===== config.mk =====
export PLATFORM = sky130hd
export DESIGN_NAME = if_id_queue
export DESIGN_NICKNAME = d
export VERILOG_FILES = /design/src/rtl/if_id_queue_pkg.sv /design/src/rtl/if_id_queue_mem.sv /design/src/rtl/if_id_queue.sv
export SDC_FILE = /design/constraint.sdc
export NUM_CORES = 1
export LEC_CHECK = 0
export CORE_ASPECT_RATIO = 1.25
export CORE_UTILIZATION = 52
export DETAILED_ROUTE_END_ITERATION = 8
export PLACE_DENSITY = 0.75
export SYNTH_ARGS = -nofsm -noshare
export SYNTH_HDL_FRONTEND = slang
export SYNTH_SLANG_ARGS = --single-unit

===== constraint.sdc =====
create_clock -name clk -period 4.6 [get_ports clk]
set_input_delay 1.15 -clock clk [delete_from_list [all_inputs] [get_ports clk]]
set_output_delay 1.15 -clock clk [all_outputs]
set_load 0.01 [all_outputs]

===== src/rtl/if_id_queue_pkg.sv =====
// Shared constants for the IF->ID decoupling queue.
// Carries the default pipeline widths and the bubble value used across the core.
// Imported by if_id_queue and if_id_queue_mem.
package if_id_queue_pkg;

    // Default instruction address / instruction word widths for the core.
    localparam int INST_ADDR_BUS = 32;
    localparam int INST_BUS      = 32;

    // Value ID sees on pc/inst when no instruction is available (bubble).
    localparam logic [31:0] ZERO_WORD = 32'h0000_0000;

    // Default IF->ID queue depth and the matching occupancy counter width.
    localparam int IFQ_DEPTH = 4;
    localparam int IFQ_CNT_W = $clog2(IFQ_DEPTH) + 1;

endpackage : if_id_queue_pkg


===== src/rtl/if_id_queue_mem.sv =====
// Purpose: DEPTH x WIDTH register array holding queued {pc,inst} entries.
// Latency: write lands on the rising edge; read port is asynchronous (0 cycles).
// Backpressure: none; the caller only asserts we when the queue accepts an entry.
module if_id_queue_mem #(
    parameter int DEPTH  = 4,
    parameter int WIDTH  = 64,
    parameter int ADDR_W = $clog2(DEPTH)
) (
    input  logic              clk,
    input  logic              we,
    input  logic [ADDR_W-1:0] waddr,
    input  logic [WIDTH-1:0]  wdata,
    input  logic [ADDR_W-1:0] raddr,
    output logic [WIDTH-1:0]  rdata
);

    // Storage is not reset: occupancy lives in the parent, so stale entries are never observed.
    logic [WIDTH-1:0] mem [DEPTH];

    // Capture the incoming entry at the write pointer.
    always_ff @(posedge clk) begin
        if (we) begin
            mem[waddr] <= wdata;
        end
    end

    // Head entry is read combinationally so ID sees it in the same cycle it becomes valid.
    assign rdata = mem[raddr];

endmodule : if_id_queue_mem


===== src/rtl/if_id_queue.sv =====
// Purpose: IF->ID decoupling FIFO of DEPTH {pc,inst} entries, flushable in one cycle.
// Latency: an entry pushed at cycle t is presented to ID at t+1 (no bypass).
// Backpressure: if_ready_o = !full, registered-state only; IF must hold data while low.
// Optional stats: define IF_ID_QUEUE_STATS_EN to add flush_cnt_o / stall_cnt_o.
module if_id_queue
    import if_id_queue_pkg::*;
#(
    parameter int ADDR_W = INST_ADDR_BUS,
    parameter int INST_W = INST_BUS,
    parameter int DEPTH  = IFQ_DEPTH
) (
    input  logic                   clk,
    input  logic                   rst,
    input  logic                   flush_i,
    input  logic                   if_valid_i,
    input  logic [ADDR_W-1:0]      if_pc_i,
    input  logic [INST_W-1:0]      if_inst_i,
    output logic                   if_ready_o,
    output logic                   id_valid_o,
    input  logic                   id_ready_i,
    output logic [ADDR_W-1:0]      id_pc_o,
    output logic [INST_W-1:0]      id_inst_o,
    output logic [$clog2(DEPTH):0] count_o
`ifdef IF_ID_QUEUE_STATS_EN
    ,
    output logic [31:0]            flush_cnt_o,
    output logic [31:0]            stall_cnt_o
`endif
);

    localparam int PTR_W = $clog2(DEPTH);
    localparam int CNT_W = PTR_W + 1;
    localparam int ENT_W = ADDR_W + INST_W;

    localparam logic [CNT_W-1:0] FULL_CNT = CNT_W'(DEPTH);

    // Pointers wrap naturally modulo DEPTH (power of two); count tells full from empty.
    logic [PTR_W-1:0] rd_ptr;
    logic [PTR_W-1:0] wr_ptr;
    logic [CNT_W-1:0] count;

    logic             full;
    logic             empty;
    logic             push;
    logic             pop;

    logic [ENT_W-1:0] wr_ent;
    logic [ENT_W-1:0] rd_ent;
    logic [ADDR_W-1:0] rd_pc;
    logic [INST_W-1:0] rd_inst;

    assign full  = (count == FULL_CNT);
    assign empty = (count == '0);

    // Ready/valid come from registered count only, so a pop cannot free a slot for a same-cycle push.
    assign push = if_valid_i & ~full;
    assign pop  = ~empty & id_ready_i;

    assign wr_ent = {if_pc_i, if_inst_i};

    // A write during flush lands in a slot that is immediately considered free, so no gating is needed.
    if_id_queue_mem #(
        .DEPTH  (DEPTH),
        .WIDTH  (ENT_W),
        .ADDR_W (PTR_W)
    ) u_mem (
        .clk   (clk),
        .we    (push),
        .waddr (wr_ptr),
        .wdata (wr_ent),
        .raddr (rd_ptr),
        .rdata (rd_ent)
    );

    assign {rd_pc, rd_inst} = rd_ent;

    // Pointer and occupancy update; reset outranks flush, flush discards any same-cycle push/pop.
    always_ff @(posedge clk) begin
        if (rst) begin
            rd_ptr <= '0;
            wr_ptr <= '0;
            count  <= '0;
        end else if (flush_i) begin
            rd_ptr <= '0;
            wr_ptr <= '0;
            count  <= '0;
        end else begin
            if (push) begin
                wr_ptr <= wr_ptr + 1'b1;
            end
            if (pop) begin
                rd_ptr <= rd_ptr + 1'b1;
            end
            unique case ({push, pop})
                2'b10:   count <= count + 1'b1;
                2'b01:   count <= count - 1'b1;
                default: count <= count;
            endcase
        end
    end

    // Head mux: an empty queue presents a zero bubble instead of whatever stale data sits at rd_ptr.
    always_comb begin
        id_valid_o = ~empty;
        if_ready_o = ~full;
        count_o    = count;
        id_pc_o    = ADDR_W'(ZERO_WORD);
        id_inst_o  = INST_W'(ZERO_WORD);
        if (!empty) begin
            id_pc_o   = rd_pc;
            id_inst_o = rd_inst;
        end
    end

`ifdef IF_ID_QUEUE_STATS_EN
    logic [31:0] flush_cnt;
    logic [31:0] stall_cnt;

    // Free-running event counters; only reset clears them, flush does not.
    always_ff @(posedge clk) begin
        if (rst) begin
            flush_cnt <= '0;
            stall_cnt <= '0;
        end else begin
            if (flush_i) begin
                flush_cnt <= flush_cnt + 32'd1;
            end
            if (~empty & ~id_ready_i) begin
                stall_cnt <= stall_cnt + 32'd1;
            end
        end
    end

    assign flush_cnt_o = flush_cnt;
    assign stall_cnt_o = stall_cnt;
`else
    // Statistics counters are not built in this configuration.
`endif

endmodule : if_id_queue

==> results.txt <==
The flow ran to the end, and the final reports show no timing, DRC or antenna violations. The flop-to-flop setup slack came out at 2.10 ns. The pin count of the biggest net entering global routing is 66. The top cell type by area accounts for 75.24% of the synthesized area. In this run the vertical extent of the chip is around 160 um. The final weighted congestion in routability-driven placement is approximately 0.7. The final-report setup violation count is 0. The number of clock buffers added by TritonCTS is 25. The final cell utilization of the core is 66.08%. Internal power comes to 4.002 mW. The clock share of power is between 30% and 40%. The number of cells on the worst hold path came out at 2. The area of the core is 18,990 sq um. The count of cells in the finished layout, fillers not included, comes to slightly below 900. The maximum achievable frequency is about 0.25 GHz. The worst register-to-register path ends at count_o[2]. The number of rows in the core area came out at 56.

The final sum of negative setup slack is 0 ns. In this run, the number of DRC markers left after iteration 0 of detailed routing was 322. The number of sinks driven by the clock tree is 265. Summing every instance area after synthesis gives 10,220 sq um. CTS built an H-tree with a depth of 1.

For this run, design rule violations remaining after detail routing come to 0. The endpoint class of the critical path is an output pin. The number of nets in the final layout came out at 677.

The unique cell type count in the Yosys netlist came out at 26. The number of port buffers is about 140. The number of violations of the max-capacitance limit is 0. The number of global-route vias before repair is 5,273. The summed area of non-filler cells in the final layout is 12,550 sq um. The post-detailed-route count of antenna-violating nets is 0. The synthesized netlist devotes 0.8082% of its cell area to adder and majority cells.

Headroom to the max-slew limit came out at between 20% and 30%. The I/O pin count is 138. The post-cts sizing count came out at 0.

The start point of the worst hold path is wr_ptr[1]. The detailed router placed 4,757 vias in this run. The static power due to leakage came out at 3.988 nW. The layout cell share with drive strength beyond 1 is a little under a fifth. The final max-slew violation count was 0. The via density per instance is 5.400.

The combinational share of power is 6.7%. Net switching is 19.90% of the power. Relative to the synthesized area, the layout overhead comes to 22.80%. The share of synthesized area spent on multiplexers is between 10 and 15%.

The largest vdd supply drop is 0.3271 mV. The setup skew after layout is about 0.0086 ns. After Yosys synthesis, and, or, nand and nor cells account for 4.898% of the synthesized area. During synthesis, Yosys emitted a total of 0 warnings. The critical path goes through buf_4 > mux4_2 > and2_1 > clkdlybuf4s50_1. The worst setup path is launched from a flop.

The arrival time of data at the critical path endpoint came out at 2.80 ns. The slowest library cell on the worst path is dfxtp_4. The path with the worst hold slack has its endpoint at wr_ptr[1]. The power dissipated by switching net loads came out at 0.9943 mW. The insertion delay of the later-clocked pin in the worst-skew pair is 0.51 ns. The overall routed net length is 18.39 mm. The repair_antennas step left the layout with diodes totalling 0. The share of the clock period used by the worst path after layout came out at 85.82%. The synthesized design spends more area on one cell type than any other, namely edfxtp_1. Of the total power, registers draw 54.7%. In this run the clock root is driven by a clkbuf_16.

The actual slew at the worst max-slew pin came out at 1.093 ns. The data required time at the worst endpoint came out at 3.45 ns. The count of state elements after synthesis is 265.

The die boundary width is 127.4 um. The peak per-stage delay on the critical path came out at 0.65 ns. The combined area of the multi-input logic cells is 2147 sq um. The average wire per cell in the routed design is 20.88 um. The floorplan die area came out at 20,220 sq um. After clock tree synthesis, the setup repair step added 0 buffers. Setup repair after global routing left no endpoint under its margin. The dominant combinational cell family by area after synthesis is multiplexers.

The shortest clock period the worst path allows after layout is a little under 4 ns. The number of detailed-routing iterations run before antenna repair came out at 4. The layout has 1,274 filler cells.

The final-report hold violation count is 0. The share of the yosys chip area belonging to registers is slightly below 80%. For the worst flop-to-flop path, the logic depth is 8. The worst register-to-register path begins at count_o[2]. The post-CTS clock slew at the launch and capture registers of the worst setup and hold paths is 0.06 ns. The worst setup path is of the reg -> out kind.

The post-synth net total came out at 534. The average size of a mapped cell is approximately 22 sq um. The half-perimeter wire length of the detailed placement result came out at about 10 mm. The overall global routing resource usage came out at 18.88%. The cell area reported after detailed placement came out at 11,770 sq um. The number of instances in the synthesized netlist is 459.

The number of buffers on the longest clock path is 3. In this run, post-CTS hold repair placed 0 buffers. The global-route wire length before repair is 28.79 mm. Ranked by total cell area, the synthesized netlist is headed by edfxtp_1, mux4_2, and2_1. Along the worst path, the maximum fanout reaches 23. TritonCTS built the clock tree. The storage element area is 7875 sq um. The compound-gate portion of the synthesized area is 0.3061%. The initial cell density of the core came out at between 50% and 60%. Power spread over the standard cell area amounts to between 300 and 400 nW/um^2.

Counting tap cells, the placed design contains a total of ~840 instances. The tightest min-delay check is of the reg -> reg type. The overflow left after global routing came out at 0.

The initial antenna violation count is 0. The XOR/XNOR share of the synthesized area is 0.3429%.
==> placed cells by master, fill, tap and decap left out <==
cell / Yosys / routed
a21oi_1: 2 / 2
and2_1: 64 / 64
and3_4: 0 / 4
buf_12: 6 / 1
buf_4: 0 / 1
bufinv_16: 0 / 1
clkbuf_1: 8 / 3
clkbuf_16: 0 / 25
clkbuf_8: 0 / 3
clkdlybuf4s50_1: 0 / 137
clkinv_1: 0 / 1
clkinv_2: 0 / 10
clkinvlp_4: 0 / 2
dfxtp_1: 9 / 7
dfxtp_4: 0 / 2
edfxtp_1: 256 / 256
fa_1: 1 / 1
ha_1: 5 / 5
inv_1: 6 / 6
mux2i_1: 2 / 2
mux4_1: 4 / 4
mux4_2: 60 / 60
nand2_1: 4 / 4
nand2_2: 1 / 1
nor2_1: 7 / 7
o21ai_0: 1 / 1
o311ai_0: 1 / 1
o31ai_1: 1 / 1
or2_2: 1 / 1
or3_1: 2 / 1
or3_2: 0 / 1
or3b_2: 1 / 1
xor2_1: 4 / 4
==> synth_stat cells <==
| master | instances |
|---|---|
| mux2i_1 | 2 |
| and2_1 | 64 |
| buf_2 | 7 |
| edfxtp_1 | 256 |
| or2_2 | 1 |
| mux4_1 | 4 |
| dfxtp_1 | 9 |
| o31ai_1 | 1 |
| fa_1 | 1 |
| clkbuf_2 | 1 |
| clkbuf_1 | 8 |
| nor2_1 | 7 |
| ha_1 | 5 |
| o21ai_0 | 1 |
| a21oi_1 | 2 |
| nand2_1 | 4 |
| nand2_2 | 1 |
| buf_12 | 6 |
| mux4_2 | 60 |
| inv_1 | 6 |
| and3_1 | 4 |
| o311ai_0 | 1 |
| or3b_2 | 1 |
| xor2_1 | 4 |
| buf_6 | 1 |
| or3_1 | 2 |
==> power by group through the flow <==
stage	clock (mW)	combinational (mW)	sequential (mW)
final	1.93	0.337	2.73
after global routing	2.05	0.363	2.74
after CTS	1.96	0.343	2.73
after detailed placement	0	0.342	2.78
after global placement	0	0.334	2.78
after floorplan	0	0.155	2.78
==> layer usage <==
| metal | GRT usage [%] | wire, um | up-vias |
|---|---|---|---|
| li1 | - | - | 2141 |
| met2 | 33.58 | 9694 | 109 |
| met1 | 23.14 | 7460 | 2472 |
| met5 | 0 | 0 | - |
| met3 | 2.729 | 682 | 35 |
| met4 | 7.305 | 554 | 0 |
==> critical path: cells and delay by family, from the launching register on <==
family	cells	cell delay, ns
flip-flops	1	0.65
multiplexers	1	0.55
AND/OR/NAND/NOR	1	0.17
buffers and inverters	2	0.89
==> sequential cells by signal (all words and copies together) (netlist names), named ones only <==
name,cells
count_o,3
wr_ptr,2
rd_ptr,2
u_mem.mem,256
==> area by class of cell <==
class	count	share of cell area, %
Clock buffer	31	5.405
Clock inverter	14	0.7878
Inverter	6	0.1795
Multi-Input combinational cell	165	17.11
Sequential cell	265	62.76
Tap cell	261	2.603
Timing Repair Buffer	139	11.15
==> per-stage QoR <==
stage	total power [mW]	setup WS, ns	hold slack [ns]
3_3_place_gp	3.112	1.121	0.4784
4_1_cts	5.039	0.5797	0.5102
2_1_floorplan	2.933	1.476	0.4709
5_1_grt	5.152	0.4689	0.5604
6_report	4.997	0.6522	0.5142
3_5_place_dp	3.125	1.125	0.4990
==> worst max-delay path by stage <==
stage / startpoint / end / slack [ns] / cells after the start
3_5_place_dp: flop / id_inst_o[7] / 1.12 / 4
6_report: flop / id_inst_o[3] / 0.65 / 4
4_1_cts: flop / id_pc_o[25] / 0.58 / 4
2_1_floorplan: if_valid_i / u_mem.mem[0][0] / 1.48 / 1
3_3_place_gp: flop / id_inst_o[7] / 1.12 / 4
5_1_grt: flop / id_pc_o[30] / 0.47 / 4
==> cell families after synthesis <==
group | count (synthesis)
muxes | 66
and+or+nand+nor | 84
DFF | 265
xor gates and xnor gates | 4
buffers and inverters | 29
AOI/OAI and AO/OA | 5
adders and majority gates | 6
Note: power is estimated with default switching activity, not from simulation.
